## src/rtl/uart_pkg.sv

```systemverilog
// Shared types and constants for the UART receive/transmit paths.
package uart_pkg;

  typedef enum logic [2:0] {IDLE, START, DATA, PARITY, STOP, BREAK} t_rx_state;

  localparam int C_OVERSAMPLE = 16;

  // Rounded clock-per-oversample-tick divider, never below 1.
  function automatic int f_div(input int clk_hz, input int baud);
    int div;
    div = (clk_hz + baud * (C_OVERSAMPLE / 2)) / (baud * C_OVERSAMPLE);
    return (div < 1) ? 1 : div;
  endfunction

endpackage

```

## src/rtl/fifo_sync.sv

```systemverilog
// Single-clock first-word-fall-through FIFO; push while full is accepted only
// together with a pop. p_DEPTH must be a power of two.
module fifo_sync #(
  parameter int p_WIDTH = 8,
  parameter int p_DEPTH = 16
) (
  input  logic                       clk_i,
  input  logic                       rst_i,
  input  logic                       push_i,
  input  logic [p_WIDTH-1:0]         data_i,
  input  logic                       pop_i,
  output logic [p_WIDTH-1:0]         data_o,
  output logic                       full_o,
  output logic                       empty_o,
  output logic [$clog2(p_DEPTH):0]   level_o
);

  localparam int C_AW = $clog2(p_DEPTH);
  localparam int C_LW = C_AW + 1;

  logic [p_WIDTH-1:0] mem_q [p_DEPTH];
  logic [C_AW-1:0]    wr_ptr_q, wr_ptr_d;
  logic [C_AW-1:0]    rd_ptr_q, rd_ptr_d;
  logic [C_LW-1:0]    level_q, level_d;
  logic               wr_en_s;
  logic               rd_en_s;

  assign full_o  = (level_q == C_LW'(p_DEPTH));
  assign empty_o = (level_q == '0);
  assign wr_en_s = push_i && (!full_o || pop_i);
  assign rd_en_s = pop_i && !empty_o;
  assign data_o  = mem_q[rd_ptr_q];
  assign level_o = level_q;

  // Next pointer and occupancy values.
  always_comb begin
    wr_ptr_d = wr_ptr_q;
    rd_ptr_d = rd_ptr_q;
    level_d  = level_q;
    if (wr_en_s) begin
      wr_ptr_d = wr_ptr_q + 1'b1;
    end else begin
      wr_ptr_d = wr_ptr_q;
    end
    if (rd_en_s) begin
      rd_ptr_d = rd_ptr_q + 1'b1;
    end else begin
      rd_ptr_d = rd_ptr_q;
    end
    case ({wr_en_s, rd_en_s})
      2'b10:   level_d = level_q + 1'b1;
      2'b01:   level_d = level_q - 1'b1;
      default: level_d = level_q;
    endcase
  end

  // Pointer and occupancy registers.
  always_ff @(posedge clk_i or posedge rst_i) begin
    if (rst_i) begin
      wr_ptr_q <= '0;
      rd_ptr_q <= '0;
      level_q  <= '0;
    end else begin
      wr_ptr_q <= wr_ptr_d;
      rd_ptr_q <= rd_ptr_d;
      level_q  <= level_d;
    end
  end

  // Storage is cleared so the head byte reads as zero out of reset.
  always_ff @(posedge clk_i or posedge rst_i) begin
    if (rst_i) begin
      for (int i = 0; i < p_DEPTH; i++) begin
        mem_q[i] <= '0;
      end
    end else if (wr_en_s) begin
      mem_q[wr_ptr_q] <= data_i;
    end
  end

endmodule

```

## src/rtl/uart_rx_fifo.sv

```systemverilog
// UART receiver (8N1, 16x oversampling) feeding a FWFT byte FIFO.
// Define UART_RX_PARITY_EN for 8E1 frames with an o_parity_err output.
module uart_rx_fifo
  import uart_pkg::*;
#(
  parameter int p_CLK_HZ     = 50000000,
  parameter int p_BAUD       = 115200,
  parameter int p_FIFO_DEPTH = 16
) (
  input  logic                            i_clk,
  input  logic                            i_arst,
  input  logic                            i_uart_rxd,
  output logic [7:0]                      ov_data,
  output logic                            o_valid,
  input  logic                            i_ready,
  output logic                            o_frame_err,
  output logic                            o_overflow,
`ifdef UART_RX_PARITY_EN
  output logic                            o_parity_err,
`endif
  output logic [$clog2(p_FIFO_DEPTH):0]   ov_level
);

  localparam int C_DIV   = f_div(p_CLK_HZ, p_BAUD);
  localparam int C_DIV_W = (C_DIV > 1) ? $clog2(C_DIV) : 1;
  localparam int C_SW    = $clog2(C_OVERSAMPLE);
  localparam logic [C_SW-1:0] C_MID  = C_SW'(C_OVERSAMPLE / 2 - 1);
  localparam logic [C_SW-1:0] C_LAST = C_SW'(C_OVERSAMPLE - 1);

  logic               sync1_q, sync2_q;
  logic               rxd_s;
  logic [C_DIV_W-1:0] div_cnt_q, div_cnt_d;
  logic               tick_s;
  logic               start_s;
  t_rx_state          state_q;
  logic [C_SW-1:0]    sample_cnt_q;
  logic [2:0]         bit_idx_q;
  logic [7:0]         shift_q;
  logic               frame_err_q;
  logic               overflow_q;
  logic               parity_ok_s;
  logic               push_s;
  logic               full_s;
  logic               empty_s;

  // Two-flop synchronizer for the asynchronous pin.
  always_ff @(posedge i_clk or posedge i_arst) begin
    if (i_arst) begin
      sync1_q <= 1'b1;
      sync2_q <= 1'b1;
    end else begin
      sync1_q <= i_uart_rxd;
      sync2_q <= sync1_q;
    end
  end

  assign rxd_s   = sync2_q;
  assign tick_s  = (div_cnt_q == C_DIV_W'(C_DIV - 1));
  assign start_s = (state_q == IDLE) && !rxd_s;

  // Oversample tick divider, re-phased on the start edge.
  always_comb begin
    if (start_s || tick_s) begin
      div_cnt_d = '0;
    end else begin
      div_cnt_d = div_cnt_q + 1'b1;
    end
  end

  // Divider register.
  always_ff @(posedge i_clk or posedge i_arst) begin
    if (i_arst) begin
      div_cnt_q <= '0;
    end else begin
      div_cnt_q <= div_cnt_d;
    end
  end

`ifdef UART_RX_PARITY_EN
  logic par_bad_q;
  logic par_err_q;
  assign parity_ok_s  = !par_bad_q;
  assign o_parity_err = par_err_q;
`else
  assign parity_ok_s = 1'b1;
`endif

  // Sample counter wraps every C_OVERSAMPLE ticks, so the last count is mid-bit.
  always_ff @(posedge i_clk or posedge i_arst) begin
    if (i_arst) begin
      state_q      <= IDLE;
      sample_cnt_q <= '0;
      bit_idx_q    <= '0;
      shift_q      <= '0;
      frame_err_q  <= 1'b0;
`ifdef UART_RX_PARITY_EN
      par_bad_q    <= 1'b0;
      par_err_q    <= 1'b0;
`endif
    end else begin
      frame_err_q <= 1'b0;
`ifdef UART_RX_PARITY_EN
      par_err_q   <= 1'b0;
`endif
      case (state_q)
        IDLE: begin
          if (!rxd_s) begin
            state_q      <= START;
            sample_cnt_q <= '0;
          end
        end
        START: begin
          if (tick_s) begin
            if (sample_cnt_q == C_MID) begin
              sample_cnt_q <= '0;
              bit_idx_q    <= '0;
              state_q      <= rxd_s ? IDLE : DATA;
            end else begin
              sample_cnt_q <= sample_cnt_q + 1'b1;
            end
          end
        end
        DATA: begin
          if (tick_s) begin
            sample_cnt_q <= sample_cnt_q + 1'b1;
            if (sample_cnt_q == C_LAST) begin
              shift_q   <= {rxd_s, shift_q[7:1]};
              bit_idx_q <= bit_idx_q + 1'b1;
              if (bit_idx_q == 3'd7) begin
`ifdef UART_RX_PARITY_EN
                state_q <= PARITY;
`else
                state_q <= STOP;
`endif
              end
            end
          end
        end
`ifdef UART_RX_PARITY_EN
        PARITY: begin
          if (tick_s) begin
            sample_cnt_q <= sample_cnt_q + 1'b1;
            if (sample_cnt_q == C_LAST) begin
              par_bad_q <= ^{shift_q, rxd_s};
              par_err_q <= ^{shift_q, rxd_s};
              state_q   <= STOP;
            end
          end
        end
`endif
        STOP: begin
          if (tick_s) begin
            sample_cnt_q <= sample_cnt_q + 1'b1;
            if (sample_cnt_q == C_LAST) begin
              if (rxd_s) begin
                state_q <= IDLE;
              end else begin
                frame_err_q <= 1'b1;
                state_q     <= BREAK;
              end
            end
          end
        end
        BREAK: begin
          if (rxd_s) begin
            state_q <= IDLE;
          end
        end
        default: state_q <= IDLE;
      endcase
    end
  end

  assign push_s = (state_q == STOP) && tick_s && (sample_cnt_q == C_LAST)
                  && rxd_s && parity_ok_s;

  // A full FIFO still takes the byte when the consumer pops in the same cycle.
  always_ff @(posedge i_clk or posedge i_arst) begin
    if (i_arst) begin
      overflow_q <= 1'b0;
    end else begin
      overflow_q <= push_s && full_s && !i_ready;
    end
  end

  fifo_sync #(
    .p_WIDTH (8),
    .p_DEPTH (p_FIFO_DEPTH)
  ) u_fifo (
    .clk_i   (i_clk),
    .rst_i   (i_arst),
    .push_i  (push_s),
    .data_i  (shift_q),
    .pop_i   (i_ready),
    .data_o  (ov_data),
    .full_o  (full_s),
    .empty_o (empty_s),
    .level_o (ov_level)
  );

  assign o_valid     = !empty_s;
  assign o_frame_err = frame_err_q;
  assign o_overflow  = overflow_q;

endmodule

```

## config.mk

```make
export PLATFORM = sky130hd
export DESIGN_NAME = uart_rx_fifo
export DESIGN_NICKNAME = d
export VERILOG_FILES = /design/src/rtl/uart_pkg.sv /design/src/rtl/fifo_sync.sv /design/src/rtl/uart_rx_fifo.sv
export SDC_FILE = /design/constraint.sdc
export NUM_CORES = 1
export LEC_CHECK = 0
export CAP_MARGIN = 40
export CORE_MARGIN = 10
export CORE_UTILIZATION = 43
export CTS_CLUSTER_DIAMETER = 30
export CTS_CLUSTER_SIZE = 20
export DETAILED_ROUTE_END_ITERATION = 12
export PLACE_DENSITY = 0.6
export SETUP_SLACK_MARGIN = 0.02
export SKIP_LAST_GASP = 1
export SYNTH_ARGS = -nofsm -noshare
export SYNTH_HDL_FRONTEND = slang
export SYNTH_HIERARCHICAL = 1
export SYNTH_SLANG_ARGS = --single-unit
```

## constraint.sdc

```tcl
create_clock -name i_clk -period 6 [get_ports i_clk]
set_input_delay 0.6 -clock i_clk [delete_from_list [all_inputs] [get_ports i_clk]]
set_output_delay 0.6 -clock i_clk [all_outputs]
set_load 0.005 [all_outputs]
```

==> results of run 1 <==
layer usage:
metal  vias to the layer above  track usage, %  share of wire [%]
met4                         0            4.10                1.1
met3                        11            4.12                3.3
met2                        55            24.4                 49
met1                      2512            19.7                 47
li1                       2181               -                  -
met5                         -               0                  0
worst max-delay path: cells and delay by family, from the launching register on:
kind	cells	cell delay, ns
compound gates	2	0.31
buf+inv	3	0.40
simple gates	6	1.62
fa+ha+maj	3	0.71
flops	1	0.40
xor+xnor	1	0.13
synth_stat cells (3+ instances only):
library cell  count  share of area [%]
a21oi_1          13               0.80
buf_4             3               0.28
xnor2_1           8               0.86
nand4_4           4                1.0
nand4_1           3               0.23
clkbuf_1         18               0.83
nand3_1          11               0.68
nand3b_1          5               0.46
a22oi_1           9               0.83
mux4_2           16                4.4
dfrtp_1         166                 51
nand2_1          21               0.97
nor2b_1           6               0.46
inv_1            16               0.74
nor2_2            7               0.54
and2_1            3               0.23
buf_2            11               0.68
ha_1             14                2.2
o21ai_0          24                1.5
nand3_4           3               0.65
a221oi_1          8               0.86
nor2_1            8               0.37
xor2_1            6               0.65
mux2i_1          27                3.3
mux2_2          146                 20
flip-flops by register name, indices dropped and copies added (netlist names), 3 cells and up:
signal           cells
u_fifo/mem_q       128
shift_q              8
div_cnt_q            5
u_fifo/level_o       5
sample_cnt_q         4
u_fifo/rd_ptr_q      4
u_fifo/wr_ptr_q      4
bit_idx_q            3
state_q              3
per-stage QoR:
stage | power (uW) | instances | cell area, sq um
after floorplan | 1670 | 596 | 8130
after global placement | 1940 | 819 | 8480
after detailed placement | 1960 | 821 | 8530
after CTS | 3040 | 853 | 9110
after global routing | 3160 | 853 | 9110
final | 3010 | 853 | 9110
worst paths after layout:
check,from,to,slack [ns],cells past startpoint
max in group asynchronous,i_arst,u_fifo/mem_q[91]$_DFFE_PP0P_,4.02,3
worst max register to register,div_cnt_q[0]$_DFF_PP0_,u_fifo/level_o[4]$_DFFE_PP0P_,2.31,15
worst min register to register,sync1_q$_DFF_PP1_,rxd_s$_DFF_PP1_,0.36,0
worst min-delay path,sync1_q$_DFF_PP1_,rxd_s$_DFF_PP1_,0.36,0
worst max-delay path,div_cnt_q[0]$_DFF_PP0_,u_fifo/level_o[4]$_DFFE_PP0P_,2.31,15
min in group asynchronous,i_arst,shift_q[2]$_DFFE_PP0P_,0.68,2
final cells by class:
cell class                      instances  area [sq um]
Sequential cell                       168          4210
Clock buffer                           20           457
Inverter                               16          65.1
Tap cell                              234           293
Timing Repair Buffer                   26           275
Fill cell                            1618          9530
Clock inverter                         12           126
Multi-Input combinational cell        377          3690
cells in the final DEF, fill, tap and decap left out, types with 11 or more instances in the layout:
master and count:
inv_1 15, o21ai_0 24, clkdlybuf4s50_1 19, mux2i_1 27, nand3_1 11, dfrtp_1 165, nand2_1 21, mux4_2 16
clkbuf_16 17, ha_1 14, a21oi_1 13, mux2_2 146
power by group through the flow:
| stage | clock network, uW | registers [uW] | logic [uW] |
|---|---|---|---|
| after floorplan | 0 | 1220 | 455 |
| after CTS | 1110 | 1270 | 670 |
| after global placement | 0 | 1340 | 599 |
| after detailed placement | 0 | 1290 | 667 |
| final | 1080 | 1270 | 660 |
| after global routing | 1150 | 1280 | 727 |
cell families after synthesis:
kind of cell	synth area share, %
muxes	28.3
DFF	51.8
and+or+nand+nor	8.56
AOI/OAI and AO/OA	4.59
buffers and inverters	2.89
adders and majority gates	2.40
xor gates and xnor gates	1.51
==> reports/qor.yml, run 1 <==
outcome: "completed"
drtIter0Drc: 216
cts_made_buffers: 17
finalWirelength_mm: 17.5
core_area_sq_mm: 0.0186
final_util_pct: 48.9
worstMarginPinSlew_ns: 0.781
hpwl_mm: 11.6
cp_data_required_time_ns: 6.30
drv_slew: 0
die_h_microns: 157
cts_buffer_depth: 2
hold_ws_ns: 0.360
crit_arrival_ns: 4.00
cts_resized: 0
slowest_delay_ns: 0.45
grt_pass1_wl_mm: 28.9
cts.clk_slew.worst_paths_ns: 0.06
dpl_worst_slack_ns: 2.32
areaGrowthSynthToFinish_pct: 12.2
portBuffers: 19
avgViaCountPerCell: 5.58
insertion_delay_ns: 0.42
synth_edf_count: 0
cp_cell_sequence: "inv_1, ha_1, and4b_1, nand4_1, nor4_2, buf_4, and2_1, inv_1, ha_1, ha_1, nor2b_1, o21ai_0, a21oi_1, or3b_2, xnor2_1"
crit_path_end_kind: "flip-flop"
setup_ws_ns: 2.31
grt_usage_pct: 15.2
skew_ns: 0.00706
hold_class: "flip-flop to flip-flop"
p_leak_uw: 0.00436
cts_setup_buffers: 0
fin_nets: 625
vias: 4759
syn_avg_cell_area_sq_um: 13.6
fin_tns_setup_ns: 0
num_rows: 50
start_util_pct: 43.6
die_w_microns: 157
ys_warn_count: 6
cap_violations: 0
ys_types: 59
grt_overflow: 0
clock.fmax_mhz: 271
crit_type: "flip-flop to flip-flop"
start_kind: "flip-flop"
vdd_ir_drop_max_v: 0.000213
p_seq_share_pct: 42.2
synth_seq_cells: 168
synthCells: 596
ys.flop_type: "dfrtp_1"
powerDensity_mw_per_mm2: 330
fin_crit_sh_pct: 61.6
drive_gt1_share_pct: 37.3
rsz0062_at_grt: "false"
drc: 0
clock-root-buffer: "clkbuf_16"
ant_nets: 0
power.switching_uw: 887
max_slew_margin_pct: 47.9
routabilityCongestion: 0.783
switching_share_pct: 29.5
crit_path_frequent_cell: "ha_1"
crit_fanout: 12
synth_area_sq_mm: 0.00813
postCtsHoldBufs: 0
die_area_sq_mm: 0.0248
setup_violations: 0
p_clk_share_pct: 35.8
io_pins: 20
htreeDepth: 4
grt_pass1_vias: 5196
clock_sinks: 168
wire_per_inst_microns: 20.6
pwr-share-comb_pct: 22.0
tritoncts: "yes"
fin_crit_ns: 3.69
synth_async_sr_flop_share_pct: 100
syn-num-nets: 615
power.internal_uw: 2120
antenna_found_initial: 0
crit_slowest_cell: "or3b_2"
grt_max_degree: 85
drt_pass1_iterations: 4
synth.yosys.seq_area_share_pct: 51.8
hold_viol: 0
diodes: 0
(Power assumes the default switching activity.)
==> run 2: changes to the inputs <==
- clock period: 6 -> 3.85 ns (I/O delays scaled with it)
==> reports/qor.yml, run 2 (same netlist as run 1, synthesis figures left out) <==
ant_nets: 0
num_rows: 50
final_common_cell: "dfrtp_1"
pwr-share-comb_pct: 22.4
cts.clk_slew.worst_paths_ns: 0.06
cp_data_required_time_ns: 4.16
rsz0062_at_grt: "false"
cts_made_buffers: 17
crit_arrival_ns: 3.87
fin_crit_ns: 3.56
start_kind: "flip-flop"
drive_gt1_share_pct: 37.5
largest_reg_flops: 128
portBuffers: 19
switching_share_pct: 30.0
diodes: 0
areaGrowthSynthToFinish_pct: 12.6
routabilityCongestion: 0.796
cap_violations: 0
top_register: "u_fifo/mem_q"
fill_cells: 1594
finalWirelength_mm: 18.0
hpwl_mm: 12.1
io_pins: 20
grt_usage_pct: 15.4
crit_type: "flip-flop to flip-flop"
crit_fanout: 7
clock-root-buffer: "clkbuf_16"
clock.fmax_mhz: 281
drc: 0
fin_nets: 628
layout_common_cells: "dfrtp_1, mux2_2, mux2i_1"
fin_cells: 856
tritoncts: "yes"
drt_pass1_iterations: 4
start_util_pct: 43.6
hold_viol: 0
cts_resized: 0
power.switching_uw: 1400
htreeDepth: 4
avgViaCountPerCell: 5.66
hold_class: "primary input to flip-flop"
vdd_ir_drop_max_v: 0.000372
fin_tns_setup_ns: 0
worstMarginPinSlew_ns: 0.737
insertion_delay_ns: 0.43
die_area_sq_mm: 0.0248
power.internal_uw: 3270
postCtsHoldBufs: 0
grt_pass1_wl_mm: 29.1
powerDensity_mw_per_mm2: 510
drtIter0Drc: 236
drv_slew: 0
grt_max_degree: 65
clock_sinks: 168
grt_pass1_vias: 5185
core_area_sq_mm: 0.0186
skew_ns: 0.00703
antenna_found_initial: 0
grt_overflow: 0
outcome: "completed"
fin_crit_sh_pct: 92.4
crit_path_end_kind: "flip-flop"
p_seq_share_pct: 42.4
cts_setup_buffers: 0
wire_per_inst_microns: 21.0
dp_cells: 824
cts_buffer_depth: 2
p_leak_uw: 0.00437
die_w_microns: 157
reg_top3: "u_fifo/mem_q x128, shift_q x8"
vias: 4841
max_slew_margin_pct: 50.8
p_clk_share_pct: 35.2
die_h_microns: 157
setup_violations: 0
## run 2: path summary, 6_finish.rpt
path / from / cells after the start / slack (ns) / endpoint
max reg2reg: div_cnt_q[0]$_DFF_PP0_ / 14 / 0.29 / u_fifo/level_o[4]$_DFFE_PP0P_
max: div_cnt_q[0]$_DFF_PP0_ / 14 / 0.29 / u_fifo/level_o[4]$_DFFE_PP0P_
min reg2reg: sync1_q$_DFF_PP1_ / 0 / 0.36 / rxd_s$_DFF_PP1_
max in group asynchronous: i_arst / 4 / 2.53 / u_fifo/mem_q[116]$_DFFE_PP0P_
min in group asynchronous: i_arst / 2 / 0.38 / sample_cnt_q[2]$_DFFE_PP0P_
min: i_uart_rxd / 1 / 0.36 / sync1_q$_DFF_PP1_
## run 2: final cells by class
type	count	area, sq um	share of cell area [%]
Sequential cell	168	4210	46.0
Inverter	16	63.8	0.697
Timing Repair Buffer	29	330	3.61
Tap cell	234	293	3.20
Multi-Input combinational cell	377	3690	40.3
Clock buffer	19	433	4.73
Clock inverter	13	131	1.44
## run 2: worst max-delay path, cell delays in order, from the launching register on
cell and delay [ns]:
dfrtp_1 0.41, inv_1 0.07, ha_1 0.13, and4b_1 0.31, nand4_1 0.21, nor4_2 0.29, and2_1 0.29, inv_1 0.08
ha_1 0.25, ha_1 0.33, nor2b_1 0.14, o21ai_0 0.23, a21oi_1 0.11, or3b_2 0.45, xnor2_1 0.13
## run 2: stage by stage
step | instance area, sq um | hold slack (ns) | util (%) | total power [uW] | setup WS, ns
finish | 9150 | 0.357 | 49.1 | 4670 | 0.293
global route | 9150 | 0.339 | 49.1 | 4890 | 0.0841
CTS | 9150 | 0.334 | 49.1 | 4720 | 0.291
detailed placement | 8580 | 0.351 | 46.0 | 3060 | 0.304
global placement | 8530 | 0.346 | 45.8 | 3030 | 0.475
floorplan | 8130 | 0.345 | - | 2610 | 0.202
## run 2: power by group through the flow
stage	clock, uW	sequential, uW	combinational [uW]
after floorplan	0	1900	709
after global placement	0	2010	1020
after detailed placement	0	2010	1050
after CTS	1680	1980	1060
after global routing	1750	2000	1140
final	1640	1980	1050
## run 2: metal layers
layer,part of all wire (%),wire [microns],global-route usage (%)
met5,0,0,0
met4,2.0,361,6.01
met3,3.6,644,3.28
met2,48,8650,24.9
met1,46,8300,19.7
==> run 3: changes to the inputs <==
- GPL_TIMING_DRIVEN: unset -> 0
==> reports/qor.yml, run 3 (same netlist as run 1, synthesis figures left out) <==
outcome: "completed"
crit_fanout: 10
placed_area_sq_mm: 0.00873
clock.fmax_mhz: 278
grt_pass1_vias: 5206
largest_reg_flops: 128
wire_per_inst_microns: 20.2
power.switching_uw: 1420
core_area_sq_mm: 0.0186
r2r_slack_ns: 0.25
reg2reg_to: "u_fifo/level_o[4]$_DFFE_PP0P_"
antenna_found_initial: 0
crit_type: "flip-flop to flip-flop"
max_slew_margin_pct: 49.0
clock_sinks: 168
htreeDepth: 4
start_util_pct: 43.6
p_seq_share_pct: 39.3
insertion_delay_ns: 0.42
hpwl_mm: 12.8
clock-root-buffer: "clkbuf_16"
portBuffers: 19
grt_usage_pct: 15.4
grt_max_degree: 39
drv_slew: 0
final_common_cell: "dfrtp_1"
setup_violations: 0
hold_class: "primary input to async pin"
path_buf_inv: 5
finalWirelength_mm: 18.0
grt_overflow: 0
skew_ns: 0.00837
diodes: 0
fin_crit_ns: 3.60
slowest_delay_ns: 0.45
crit_path_end_kind: "flip-flop"
io_pins: 20
fin_nets: 660
drt_pass1_iterations: 6
hold_ws_ns: 0.333
die_w_microns: 157
dpl_worst_slack_ns: -0.551
die_area_sq_mm: 0.0248
crit_arrival_ns: 3.90
areaGrowthSynthToFinish_pct: 15.4
vdd_ir_drop_max_v: 0.000318
drive_gt1_share_pct: 37.9
power.internal_uw: 3370
vias: 4941
die_h_microns: 157
fin_crit_sh_pct: 93.6
hold_viol: 0
drc: 0
avgViaCountPerCell: 5.56
layout_common_cells: "dfrtp_1, mux2_2, mux2i_1"
fill_cells: 1579
worstMarginPinSlew_ns: 0.765
pwr-share-comb_pct: 24.4
ant_nets: 0
cts.clk_slew.worst_paths_ns: 0.06
switching_share_pct: 29.6
crit_slowest_cell: "or3b_2"
p_clk_share_pct: 36.3
tritoncts: "yes"
cap_violations: 0
powerDensity_mw_per_mm2: 511
p_leak_uw: 0.00449
reg2reg_from: "div_cnt_q[0]$_DFF_PP0_"
finish.instance_area_sq_mm: 0.00938
r2r_cells: 17
rsz0062_at_grt: "false"
crit_family: "simple AND/OR/NAND/NOR gates"
cp_data_required_time_ns: 4.15
cts_buffer_depth: 2
num_rows: 50
routabilityCongestion: 0.768
top_register: "u_fifo/mem_q"
cp_cell_sequence: "inv_1, ha_1, and4b_1, buf_4, nand4_1, nor4_4, buf_4, buf_6, and2_4, inv_1, ha_1, ha_4, nor2b_1, o21ai_1, a21oi_1, or3b_2, xnor2_1"
reg_top3: "u_fifo/mem_q x128, shift_q x8"
start_kind: "flip-flop"
cts_made_buffers: 17
drtIter0Drc: 247
grt_pass1_wl_mm: 29.3
setup_ws_ns: 0.248
[run 3: through the flow]
| stage | power [uW] | TNS (ns) | util (%) | std cells |
|---|---|---|---|---|
| detailed placement | 3080 | -0.637 | 46.8 | 854 |
| finish | 4790 | 0 | 50.3 | 888 |
| global placement | 3060 | -0.462 | 46.2 | 849 |
| global route | 5020 | 0 | 50.3 | 888 |
| CTS | 4840 | 0 | 50.2 | 886 |
| floorplan | 2610 | 0 | - | 596 |
[run 3: routing by layer]
metal	part of all wire [%]	global-route usage, %
met1	48	20.1
met2	49	25.1
met3	2.2	3.41
met4	1.3	4.85
met5	0	0
[run 3: layout make-up]
cell class	instances	area, sq um	share of cell area [%]
multi-input cells	377	3710	39.6
well taps	234	293	3.12
plain buffers	34	178	1.89
clock buffers	21	450	4.80
clock inverters	11	148	1.57
flip-flops and latches	168	4210	44.8
inverters	16	63.8	0.680
repair buffers	27	328	3.49
[run 3: worst reg2reg max path, delay by kind of cell, from the launching register on]
family          cells  cell delay (ns)
buf+inv             5             0.61
xor+xnor            1             0.13
compound gates      2             0.25
flops               1             0.41
fa+ha+maj           3             0.66
simple gates        6             1.43
[run 3: power groups by stage]
stage / registers, uW / logic, uW / clock network (uW)
floorplan: 1900 / 709 / 0
global placement: 1910 / 1140 / 0
detailed placement: 1910 / 1170 / 0
CTS: 1880 / 1170 / 1790
global route: 1890 / 1280 / 1850
finish: 1880 / 1170 / 1740
[run 3: how the worst max path moves through the flow]
stage	startpoint	to	slack (ns)	cells past startpoint
6_report	div_cnt_q[0]$_DFF_PP0_	u_fifo/level_o[4]$_DFFE_PP0P_	0.25	17
3_5_place_dp	div_cnt_q[0]$_DFF_PP0_	u_fifo/level_o[4]$_DFFE_PP0P_	-0.55	17
2_1_floorplan	div_cnt_q[0]$_DFF_PP0_	u_fifo/level_o[4]$_DFFE_PP0P_	0.20	17
4_1_cts	div_cnt_q[0]$_DFF_PP0_	u_fifo/level_o[4]$_DFFE_PP0P_	0.02	17
3_3_place_gp	div_cnt_q[0]$_DFF_PP0_	u_fifo/level_o[4]$_DFFE_PP0P_	-0.46	17
5_1_grt	div_cnt_q[0]$_DFF_PP0_	u_fifo/level_o[4]$_DFFE_PP0P_	0.05	17
[run 3: timing repair]
| action | in CTS | in global routing |
|---|---|---|
| buffers inserted | 1 | 2 |
| setup endpoints to repair | 2 | 1 |
| pin swaps | 1 | 2 |
| resized for setup | 5 | 4 |
| hold buffers | 0 | 0 |
